`src/rtl/divider_seq_32b_pkg.sv`:
```
// Shared ALU definitions: operation select indices, divider defaults and
// the divider state encoding.
package divider_seq_32b_pkg;

  // One-hot select positions on the ALU result mux.
  localparam int ALU_ADD = 0;
  localparam int ALU_SUB = 1;
  localparam int ALU_AND = 2;
  localparam int ALU_OR  = 3;
  localparam int ALU_DIV = 4;
  localparam int ALU_XOR = 5;
  localparam int ALU_MUL = 6;
  localparam int ALU_INC = 7;

  localparam int DIV_WIDTH = 32;
  localparam int DIV_CW    = 6;

  localparam logic [1:0] DIV_IDLE = 2'd0;
  localparam logic [1:0] DIV_RUN  = 2'd1;
  localparam logic [1:0] DIV_FIX  = 2'd2;
  localparam logic [1:0] DIV_DONE = 2'd3;

  typedef enum logic [1:0] {
    S_IDLE = DIV_IDLE,
    S_RUN  = DIV_RUN,
    S_FIX  = DIV_FIX,
    S_DONE = DIV_DONE
  } div_state_e;

endpackage

```
`src/rtl/divider_step.sv`:
```
// One non-restoring division iteration: shift {A,Q} left, then add or
// subtract the divisor depending on the sign A had before the shift.
module divider_step
  import divider_seq_32b_pkg::*;
#(
  parameter int WIDTH = DIV_WIDTH
) (
  input  logic [WIDTH:0]   a,
  input  logic [WIDTH-1:0] q,
  input  logic [WIDTH-1:0] m,
  output logic [WIDTH:0]   a_next,
  output logic [WIDTH-1:0] q_next
);

  logic [WIDTH:0] a_sh;
  logic [WIDTH:0] m_ext;

  assign a_sh  = {a[WIDTH-1:0], q[WIDTH-1]};
  assign m_ext = {1'b0, m};

  // The shifted value may wrap, but the add/subtract brings A back into
  // [-M, M), so the sign must come from the pre-shift A.
  assign a_next = a[WIDTH] ? (a_sh + m_ext) : (a_sh - m_ext);
  assign q_next = {q[WIDTH-2:0], ~a_next[WIDTH]};

endmodule

```
`src/rtl/divider_seq_32b.sv`:
```
// Multi-cycle non-restoring divider: {remainder, quotient} of dividend/divisor.
// Define DIVIDER_SIGNED_EN for two's-complement operands (default: unsigned).
module divider_seq_32b
  import divider_seq_32b_pkg::*;
#(
  parameter int WIDTH = DIV_WIDTH,
  parameter int CW    = DIV_CW
) (
  input  logic             clk,
  input  logic             resetn,
  input  logic             start,
  input  logic [WIDTH-1:0] dividend,
  input  logic [WIDTH-1:0] divisor,
  output logic             busy,
  output logic             done,
  output logic [WIDTH-1:0] quotient,
  output logic [WIDTH-1:0] remainder,
  output logic             div_by_zero
);

  div_state_e       state;
  logic [CW-1:0]    cnt;
  logic [WIDTH:0]   acc_a;
  logic [WIDTH-1:0] acc_q;
  logic [WIDTH-1:0] m_reg;

  logic [WIDTH-1:0] x_mag;
  logic [WIDTH-1:0] y_mag;
  logic [WIDTH:0]   a_next;
  logic [WIDTH-1:0] q_next;
  logic [WIDTH:0]   rem_fix;
  logic [WIDTH-1:0] q_res;
  logic [WIDTH-1:0] r_res;

`ifdef DIVIDER_SIGNED_EN
  logic q_neg_r;
  logic r_neg_r;

  assign x_mag = dividend[WIDTH-1] ? -dividend : dividend;
  assign y_mag = divisor[WIDTH-1]  ? -divisor  : divisor;
`else
  assign x_mag = dividend;
  assign y_mag = divisor;
`endif

  divider_step #(.WIDTH(WIDTH)) u_step (
    .a      (acc_a),
    .q      (acc_q),
    .m      (m_reg),
    .a_next (a_next),
    .q_next (q_next)
  );

  // NOTE: every signal written here gets a default first so no latch is inferred.
  always_comb begin
    rem_fix = acc_a[WIDTH] ? (acc_a + {1'b0, m_reg}) : acc_a;
    q_res   = acc_q;
    r_res   = rem_fix[WIDTH-1:0];
`ifdef DIVIDER_SIGNED_EN
    if (q_neg_r) q_res = -acc_q;
    if (r_neg_r) r_res = -rem_fix[WIDTH-1:0];
`endif
  end

  // NOTE: sequential state uses non-blocking assignments only, so every
  // register sees the pre-edge values of the others.
  always_ff @(posedge clk or negedge resetn) begin
    if (!resetn) begin
      // NOTE: the datapath registers are reset too; a partial result must
      // never be observable after an aborted operation.
      state       <= S_IDLE;
      cnt         <= '0;
      acc_a       <= '0;
      acc_q       <= '0;
      m_reg       <= '0;
      busy        <= 1'b0;
      done        <= 1'b0;
      quotient    <= '0;
      remainder   <= '0;
      div_by_zero <= 1'b0;
`ifdef DIVIDER_SIGNED_EN
      q_neg_r     <= 1'b0;
      r_neg_r     <= 1'b0;
`endif
    end else begin
      // Status flags trail the state by one edge.
      busy <= (state == S_RUN) || (state == S_FIX);
      done <= (state == S_DONE);

      case (state)
        S_IDLE: begin
          if (start) begin
            if (divisor == '0) begin
              quotient    <= '1;
              remainder   <= dividend;
              div_by_zero <= 1'b1;
              state       <= S_DONE;
            end else begin
              acc_a <= '0;
              acc_q <= x_mag;
              m_reg <= y_mag;
              cnt   <= CW'(WIDTH);
`ifdef DIVIDER_SIGNED_EN
              q_neg_r <= dividend[WIDTH-1] ^ divisor[WIDTH-1];
              r_neg_r <= dividend[WIDTH-1];
`endif
              state <= S_RUN;
            end
          end
        end

        S_RUN: begin
          acc_a <= a_next;
          acc_q <= q_next;
          cnt   <= cnt - CW'(1);
          if (cnt == CW'(1)) state <= S_FIX;
        end

        S_FIX: begin
          acc_a       <= rem_fix;
          quotient    <= q_res;
          remainder   <= r_res;
          div_by_zero <= 1'b0;
          state       <= S_DONE;
        end

        S_DONE: state <= S_IDLE;

        default: state <= S_IDLE;
      endcase
    end
  end

endmodule

```
`config.mk`:
```
export PLATFORM = sky130hd
export DESIGN_NAME = divider_seq_32b
export DESIGN_NICKNAME = d
export VERILOG_FILES = /design/src/rtl/divider_seq_32b_pkg.sv /design/src/rtl/divider_step.sv /design/src/rtl/divider_seq_32b.sv
export SDC_FILE = /design/constraint.sdc
export NUM_CORES = 1
export LEC_CHECK = 0
export CAP_MARGIN = 20
export CORE_MARGIN = 8
export CORE_UTILIZATION = 65
export DETAILED_ROUTE_END_ITERATION = 6
export DONT_BUFFER_PORTS = 1
export MAX_ROUTING_LAYER = met4
export PLACE_DENSITY = 0.86
export SYNTH_ARGS = -nofsm -noshare
export SYNTH_HDL_FRONTEND = slang
export SYNTH_SLANG_ARGS = --single-unit
```
`constraint.sdc`:
```
create_clock -name clk -period 8.1 [get_ports clk]
set_input_delay 0.81 -clock clk [delete_from_list [all_inputs] [get_ports clk]]
set_output_delay 0.81 -clock clk [all_outputs]
set_load 0.01 [all_outputs]
```
==> results of run 1 <==
-- layout by cell type, fill, tap and decap left out, types with 4 or more instances in the layout --
cell type                   synthesis  final
sky130_fd_sc_hd__a211oi_1          11     11
sky130_fd_sc_hd__nor4_1            10     10
sky130_fd_sc_hd__o211ai_1          10     10
sky130_fd_sc_hd__dfrtp_1          172    171
sky130_fd_sc_hd__inv_8              0      5
sky130_fd_sc_hd__and2_1             8      8
sky130_fd_sc_hd__o31ai_1            5      5
sky130_fd_sc_hd__mux2i_1           52     52
sky130_fd_sc_hd__a221o_1            5      5
sky130_fd_sc_hd__nand3b_1           7      7
sky130_fd_sc_hd__o21ai_0          117    117
sky130_fd_sc_hd__a22oi_1            8      8
sky130_fd_sc_hd__ha_1              71     69
sky130_fd_sc_hd__nand2_1          143    143
sky130_fd_sc_hd__o21bai_1          15     15
sky130_fd_sc_hd__xor2_1            38     38
sky130_fd_sc_hd__a21o_1            29     29
sky130_fd_sc_hd__nor3_1            19     19
sky130_fd_sc_hd__buf_4              0      9
sky130_fd_sc_hd__or3_1              8      8
sky130_fd_sc_hd__a311oi_1           4      4
sky130_fd_sc_hd__o21ai_1            7      7
sky130_fd_sc_hd__nand4_1            6      6
sky130_fd_sc_hd__a21oi_1          111    109
sky130_fd_sc_hd__o221ai_1           5      5
sky130_fd_sc_hd__nand3_1           16     16
sky130_fd_sc_hd__mux2_2            32     32
sky130_fd_sc_hd__nor2b_1           10     10
sky130_fd_sc_hd__nor2_1            98     97
sky130_fd_sc_hd__a31oi_1           47     47
sky130_fd_sc_hd__o21a_1             8      8
sky130_fd_sc_hd__clkbuf_16          0     17
sky130_fd_sc_hd__inv_1             59     59
sky130_fd_sc_hd__xnor2_1           51     51
sky130_fd_sc_hd__and3_1             8      8
sky130_fd_sc_hd__nand2b_1          10     10
-- report_power, final --
part	internal [uW]	switching (uW)	leakage (uW)	total, uW
clock	420	395	0.000283	815
sequential	1250	525	0.00207	1780
combinational	1330	2030	0.00295	3360
-- final cells by class --
cell class	count	share of cell area [%]
Sequential cell	172	34.6
Multi-Input combinational cell	1033	56.0
Timing Repair Buffer	9	0.543
Clock inverter	14	1.19
Clock buffer	18	3.53
Tap cell	229	2.30
Inverter	60	1.81
-- layer usage --
metal  vias up  share of wire, %
li1       4717                 -
met1      4830                43
met2       470                43
met3        49                12
met4         0               2.1
met5         -                 0
-- worst register-to-register path: stages (launching register included) --
cell                       delay [ns]
sky130_fd_sc_hd__dfrtp_1         0.43
sky130_fd_sc_hd__or4_1           0.62
sky130_fd_sc_hd__nor3_1          0.70
sky130_fd_sc_hd__a21oi_1         0.19
sky130_fd_sc_hd__xor2_1          0.18
sky130_fd_sc_hd__ha_1            0.36
sky130_fd_sc_hd__nand3_1         0.16
sky130_fd_sc_hd__o211ai_1        0.24
sky130_fd_sc_hd__a31oi_1         0.13
sky130_fd_sc_hd__a211o_1         0.37
sky130_fd_sc_hd__a211o_1         0.34
sky130_fd_sc_hd__a311oi_1        0.38
sky130_fd_sc_hd__o32ai_1         0.15
sky130_fd_sc_hd__a311oi_1        0.33
sky130_fd_sc_hd__a211o_1         0.18
-- worst paths after layout --
path / endpoint / cells past startpoint / from
max in group asynchronous: acc_q[19] / 0 / resetn
hold reg to reg: acc_q[26] / 2 / acc_q[26]
setup / recovery: acc_a[32] / 14 / m_reg[7]
min in group clk: m_reg[20] / 2 / divisor[20]
setup reg to reg: acc_a[32] / 14 / m_reg[7]
hold / removal: m_reg[1] / 0 / resetn
-- metrics by stage --
stage / instance area (sq um) / utilization [%] / instances
floorplan: 11700 / - / 1331
global placement: 11800 / 66.6 / 1503
detailed placement: 11800 / 66.6 / 1503
CTS: 12400 / 69.9 / 1535
global route: 12400 / 69.9 / 1535
finish: 12400 / 69.9 / 1535
-- kinds of logic (layout without fill, tap and decap cells) --
kind of cell / count (synthesis) / after routing / synth area share [%]
mux: 86 / 86 / 7.73
buf+inv: 126 / 101 / 4.04
simple gates: 361 / 361 / 14.4
fa+ha+maj: 73 / 73 / 7.94
xor+xnor: 89 / 89 / 6.67
flops: 172 / 172 / 36.8
compound gates: 424 / 424 / 22.4
==> metrics.md, run 1 <==
| Metric | Value |
|---|---|
| Deepest clock path buffer count | `2` |
| Register with the most flip-flops | `acc_a` |
| Multi-input logic area | `6960 sq um` |
| Post-Synthesis Cells | `1331` |
| Routed wire length | `32.1 mm` |
| GR Util met1 | `40.1%` |
| Final net count | `around 1.4k` |
| Clock tree from TritonCTS | `done` |
| Proportion of layout cells with a drive suffix above 1 | `about 7.6%` |
| Area grow syn2layout | `6.35%` |
| Worst setup slack after layout | `3.27 ns` |
| Net Count, Synth | `1471` |
| Critical-path top delay cell | `sky130_fd_sc_hd__nor3_1` |
| Hold-fix buffer count after cts | `0` |
| Startpoint types | `flip-flop` |
| Clk root buf | `sky130_fd_sc_hd__clkbuf_16` |
| Worst path max stage delay | `0.70 ns` |
| Count of buffers from port buffering | `0` |
| Mean area per synthesized cell | `8.78 sq um` |
| Class of the most critical setup path | `reg2reg` |
| Flip-flop and latch count after synthesis | `172` |
| Initial DRC Count | `1043` |
| Register-to-register setup slack | `3.27 ns` |
| Met3 global-route usage | `7.45%` |
| Critical Path Sink Type | `flip-flop` |
| Worst EP required | `8.47 ns` |
| Clock insertion delay at the later pin of the skew report | `between 0.4 and 0.5 ns` |
| Met2 track demand over resource in global routing | `a little over two fifths` |
| Most area-hungry cell type in the Yosys netlist | `sky130_fd_sc_hd__dfrtp_1` |
| Min Hold Slack | `approximately 0.066 ns` |
| Data arrival time of the critical path | `between 5 and 6 ns` |
| DR DRC count | `0` |
| Most numerous cell types in the synthesized netlist | `sky130_fd_sc_hd__dfrtp_1, sky130_fd_sc_hd__nand2_1, sky130_fd_sc_hd__o21ai_0` |
| Wire length per cell after detailed routing | `20.9 um` |
| First-pass GRT wire length | `50.8 mm` |
| Initial Util | `65.8%` |
| Synth Warn # | `0` |
| RePlAce Congestion | `0.950` |
| Post-DP HPWL | `23.7 mm` |
| Actual slew at the worst max-slew pin | `0.880 ns` |
| Final setup violating endpoints | `0` |
| Cell variety after synth | `73` |
| Asr flop ratio synth | `100%` |
| Number of buffers inserted during clock tree synthesis | `17` |
| Biggest area contributors in the synthesized netlist | `sky130_fd_sc_hd__dfrtp_1, sky130_fd_sc_hd__ha_1, sky130_fd_sc_hd__o21ai_0` |
| Initial antenna violation count | `0` |
| Unrepaired setup endpoints after global routing | `no` |
| Setup slack after placement | `3.46 ns` |
| Number of endpoints with negative hold slack in the final report | `0` |
| Setup TNS | `0 ns` |
| Area of the die | `22500 sq um` |
| Buffering stage count on the worst path with inverters included | `0` |
| Crit share post-route | `between 50% and 60%` |
| Most common cell in the netlist | `sky130_fd_sc_hd__dfrtp_1` |
| P per Cell Area | `479 nW/um^2` |
| I/O pin count | `134` |
| Die height | `~150 um` |
| Site row count | `49` |
| Count of antenna diodes in the layout | `0` |
| Global-route congestion overflow total | `0` |
| Maximum number of pins on one net before global-route repair | `about 170` |
| Maximum capacitance violations | `0` |
| Number of flops mapped to enable cells by yosys | `0` |
| Number of flip-flops in the largest register | `33` |
| Clock input transition at the sequential cells of the worst setup and hold paths | `0.07 ns` |
| Hold crit path type | `in2async` |
| Largest delay contributor family on the critical path | `compound AO/OA/AOI/OAI gates` |
| Leading register cell type out of synthesis | `sky130_fd_sc_hd__dfrtp_1` |
| Final Max Tran Viols | `0` |
| Total leakage power | `0.00530 uW` |
| Maximum clock skew at final layout | `0.0121 ns` |
| Maximum level of the CTS H-tree | `4` |
| Total number of vias | `10.1k` |
| Layout filler cell count | `1416` |
| Register area | `4310 sq um` |
| Final critical path time including I/O delays and setup | `between 4 and 5 ns` |
| Number of post-CTS setup repair buffers | `0` |
| Via count of the first global-routing pass | `9591` |
| Core area | `roughly 18000 sq um` |
| Yosys top cell area share | `36.8%` |
| Highest-utilization routing layer at the global route stage | `met2` |
| Count of clock tree sinks | `172` |
| Chip width | `between 150 and 200 um` |
| Netlist area before placement | `11700 sq um` |
| CTS-repair resized insts | `0` |
| Outcome | `finished clean` |
| Sequential cell area fraction in the yosys report | `36.8%` |
| Routed via count divided by cell count | `6.56` |
| Final Total Pwr | `roughly 6000 uW` |
| Fmax achieved | `between 0.2 and 0.25 GHz` |
| GRT Overall Usage | `between 20 and 30%` |
| Peak supply drop | `0.373 mV` |
| Post-detailed-route count of antenna-violating nets | `0` |
| Crit-path max FO | `8` |
| Slew margin rel. | `41.3%` |
| Most frequent cell on the critical path | `sky130_fd_sc_hd__a211o_1` |
| Initial DRT Pass Iterations | `6` |
| Worst-path cell chain | `or4_1, nor3_1, a21oi_1, xor2_1, ha_1, nand3_1, o211ai_1, a31oi_1, a211o_1, a211o_1, a311oi_1, o32ai_1, a311oi_1, a211o_1` |
Note: power is estimated with default switching activity, not from simulation.
==> inputs of run 2 (changes only) <==
--- a/config.mk
+++ b/config.mk
@@ -7,11 +7,11 @@
 export LEC_CHECK = 0
 export CAP_MARGIN = 20
 export CORE_MARGIN = 8
-export CORE_UTILIZATION = 65
+export CORE_UTILIZATION = 59
 export DETAILED_ROUTE_END_ITERATION = 6
 export DONT_BUFFER_PORTS = 1
 export MAX_ROUTING_LAYER = met4
-export PLACE_DENSITY = 0.86
+export PLACE_DENSITY = 0.83
 export SYNTH_ARGS = -nofsm -noshare
 export SYNTH_HDL_FRONTEND = slang
 export SYNTH_SLANG_ARGS = --single-unit
==> constraint.sdc (replaced) <==
create_clock -name clk -period 4 [get_ports clk]
set_input_delay 0.4 -clock clk [delete_from_list [all_inputs] [get_ports clk]]
set_output_delay 0.4 -clock clk [all_outputs]
set_load 0.01 [all_outputs]
==> run 2 against run 1 <==
The flow now finishes with violations (negative hold slack, negative setup slack). Worst hold slack worse by 0.41 ns. Largest power group unchanged. First-iteration DRC count unchanged. Final area up 4.9%. Flip-flop and latch count unchanged. Cell count up 5.8%. Total power up 110%. Sequential power up 100%. Routed wire length up 3.0%. Global-route usage down 2.0 points. Utilization down 2.9 points. Clock-buffer cell count down 1.
==> metrics.md, run 2 (same netlist as run 1, synthesis figures left out) <==
| Metric | Value |
|---|---|
| Outcome | `finished, violations left (was finished clean)` |
| Failing checks | `negative hold slack, negative setup slack` |
| Total number of vias | `10.3k (was 10.1k)` |
| Fmax achieved | `0.246 GHz (was 0.207 GHz)` |
| Met2 track demand over resource in global routing | `39.6% (was 42.5%)` |
| Final critical path time including I/O delays and setup | `4.06 ns (was 4.83 ns)` |
| Deepest clock path buffer count | `2 (unchanged)` |
| Worst EP required | `4.32 ns (was 8.47 ns)` |
| First-pass GRT wire length | `51.9 mm (was 50.8 mm)` |
| Peak supply drop | `0.504 mV (was 0.373 mV)` |
| Critical Path Sink Type | `flip-flop (unchanged)` |
| Beginning of the worst register-to-register path | `m_reg[7] (unchanged)` |
| RePlAce Congestion | `0.969 (was 0.950)` |
| Proportion of layout cells with a drive suffix above 1 | `13.5% (was 7.58%)` |
| Maximum level of the CTS H-tree | `4 (unchanged)` |
| Hold crit path type | `in2async (unchanged)` |
| Data arrival time of the critical path | `4.38 ns (was 5.20 ns)` |
| Startpoint types | `flip-flop (unchanged)` |
| Number of endpoints with negative hold slack in the final report | `172 (was 0)` |
| Site row count | `51 (was 49)` |
| Reg2Reg Capture Point | `acc_a[32] (unchanged)` |
| GRT Overall Usage | `27.4% (was 29.4%)` |
| GR Util met1 | `38.3% (was 40.1%)` |
| Maximum capacitance violations | `0 (unchanged)` |
| Number of flip-flops in the largest register | `33 (unchanged)` |
| Area grow syn2layout | `11.6% (was 6.35%)` |
| Initial DRT Pass Iterations | `7 (was 6)` |
| Final Max Tran Viols | `0 (unchanged)` |
| Clk root buf | `sky130_fd_sc_hd__clkbuf_16 (unchanged)` |
| Wire length per cell after detailed routing | `20.3 um (was 20.9 um)` |
| Routed wire length | `33.0 mm (was 32.1 mm)` |
| Initial Util | `60.1% (was 65.8%)` |
| Slew margin rel. | `43.5% (was 41.3%)` |
| Post-route design area | `13000 sq um (was 12400 sq um)` |
| Maximum clock skew at final layout | `0.00853 ns (was 0.0121 ns)` |
| Worst setup slack after layout | `-0.0630 ns (was 3.27 ns)` |
| Class of the most critical setup path | `reg2reg (unchanged)` |
| Core area | `19500 sq um (was 17800 sq um)` |
| Via count of the first global-routing pass | `9623 (was 9591)` |
| Count of antenna diodes in the layout | `0 (unchanged)` |
| Area of the die | `24600 sq um (was 22500 sq um)` |
| Min Hold Slack | `-0.339 ns (was 0.0663 ns)` |
| Post-DP HPWL | `24.5 mm (was 23.7 mm)` |
| Total leakage power | `0.00559 uW (was 0.00530 uW)` |
| Routed via count divided by cell count | `6.37 (was 6.56)` |
| Commonest non-fill, non-tap cell in the layout | `sky130_fd_sc_hd__dfrtp_1 (unchanged)` |
| Actual slew at the worst max-slew pin | `0.848 ns (was 0.880 ns)` |
| Placed Area | `12200 sq um (was 11800 sq um)` |
| Setup TNS | `-0.122 ns (was 0 ns)` |
| Final net count | `1487 (was 1433)` |
| Met3 global-route usage | `5.85% (was 7.45%)` |
| Initial antenna violation count | `0 (unchanged)` |
| Highest-utilization routing layer at the global route stage | `met2 (unchanged)` |
| Commonest cells after routing, fill and taps aside | `sky130_fd_sc_hd__dfrtp_1, sky130_fd_sc_hd__nand2_1, sky130_fd_sc_hd__o21ai_0, sky130_fd_sc_hd__a21oi_1, sky130_fd_sc_hd__nor2_1 (unchanged)` |
| Crit-path max FO | `4 (was 8)` |
| Depth of the worst register-to-register path | `15 (was 14)` |
| Number of buffers inserted during clock tree synthesis | `17 (unchanged)` |
| Initial DRC Count | `1043 (unchanged)` |
| Post-detailed-route count of antenna-violating nets | `0 (unchanged)` |
| I/O pin count | `134 (unchanged)` |
| Register-to-register setup slack | `-0.06 ns (was 3.27 ns)` |
| P per Cell Area | `968 nW/um^2 (was 479 nW/um^2)` |
| DR DRC count | `0 (unchanged)` |
| Unrepaired setup endpoints after global routing | `yes (was no)` |
| Register with the most flip-flops | `acc_a (unchanged)` |
| Count of clock tree sinks | `172 (unchanged)` |
| Clock insertion delay at the later pin of the skew report | `0.44 ns (about the same)` |
| Clock tree from TritonCTS | `done (unchanged)` |
| Setup slack after placement | `-0.0792 ns (was 3.46 ns)` |
| Final setup violating endpoints | `3 (was 0)` |
| Count of buffers from port buffering | `0 (unchanged)` |
| Chip width | `157 um (was 150 um)` |
| Global-route congestion overflow total | `0 (unchanged)` |
| Maximum number of pins on one net before global-route repair | `173 (unchanged)` |
| Die height | `157 um (was 150 um)` |
| Clock input transition at the sequential cells of the worst setup and hold paths | `0.07 ns (about the same)` |
| Crit share post-route | `102% (was 59.6%)` |
## run 2: timing repair
item | CTS | global route
gates cloned | 0 | 0
setup endpoints to repair | 5 | 11
setup buffers | 0 | 10
endpoints found under the hold margin | 172 | 172
pin swaps | 3 | 33
resized for setup | 3 | 39
## run 2: where the power goes
group / switching (uW) / total [uW] / internal, uW
combinational: 4330 / 7430 / 3100
sequential: 1030 / 3560 / 2530
clock: 809 / 1640 / 831
## run 2: critical path, cell delays in order, from the launching register on
cell,delay [ns]
sky130_fd_sc_hd__dfrtp_1,0.38
sky130_fd_sc_hd__or4_4,0.57
sky130_fd_sc_hd__buf_6,0.14
sky130_fd_sc_hd__nor3_4,0.27
sky130_fd_sc_hd__a21oi_2,0.10
sky130_fd_sc_hd__xor2_1,0.15
sky130_fd_sc_hd__ha_1,0.33
sky130_fd_sc_hd__nand3_2,0.10
sky130_fd_sc_hd__o211ai_1,0.19
sky130_fd_sc_hd__a31oi_1,0.09
sky130_fd_sc_hd__a211o_1,0.34
sky130_fd_sc_hd__a211o_1,0.35
sky130_fd_sc_hd__a311oi_2,0.36
sky130_fd_sc_hd__buf_4,0.17
sky130_fd_sc_hd__a311oi_2,0.11
sky130_fd_sc_hd__a211o_1,0.29
## run 2: cell type report
type                    count  area, sq um
inverters                  60          225
multi-input cells        1033         7120
flip-flops and latches    172         4310
repair buffers             63          497
well taps                 265          332
clock inverters            14          144
clock buffers              17          425
fillers                  1570         6420
## run 2: how the worst max path moves through the flow
stage                        start  cells after the start         to
after floorplan           m_reg[9]                     17  acc_a[31]
after global placement    m_reg[9]                     16  acc_a[31]
after detailed placement  m_reg[9]                     16  acc_a[31]
after CTS                 m_reg[7]                     15   acc_q[0]
after global routing      m_reg[9]                     16  acc_a[32]
final                     m_reg[7]                     15  acc_a[32]
## run 2: metal layers
layer / vias up / share of wire (%)
met5: - / 0
met4: 0 / 1.9
met3: 56 / 11
met2: 518 / 43
met1: 4948 / 44
li1: 4815 / -
## run 2: metrics by stage
stage | total power (uW) | instances | hold slack [ns] | util [%]
after floorplan | 8540 | 1331 | 0.104 | -
after global placement | 10300 | 1582 | 0.111 | 62.8
after detailed placement | 10500 | 1582 | 0.108 | 62.8
after CTS | 12200 | 1613 | -0.349 | 65.8
after global routing | 13500 | 1624 | -0.354 | 67.0
final | 12600 | 1624 | -0.339 | 67.0
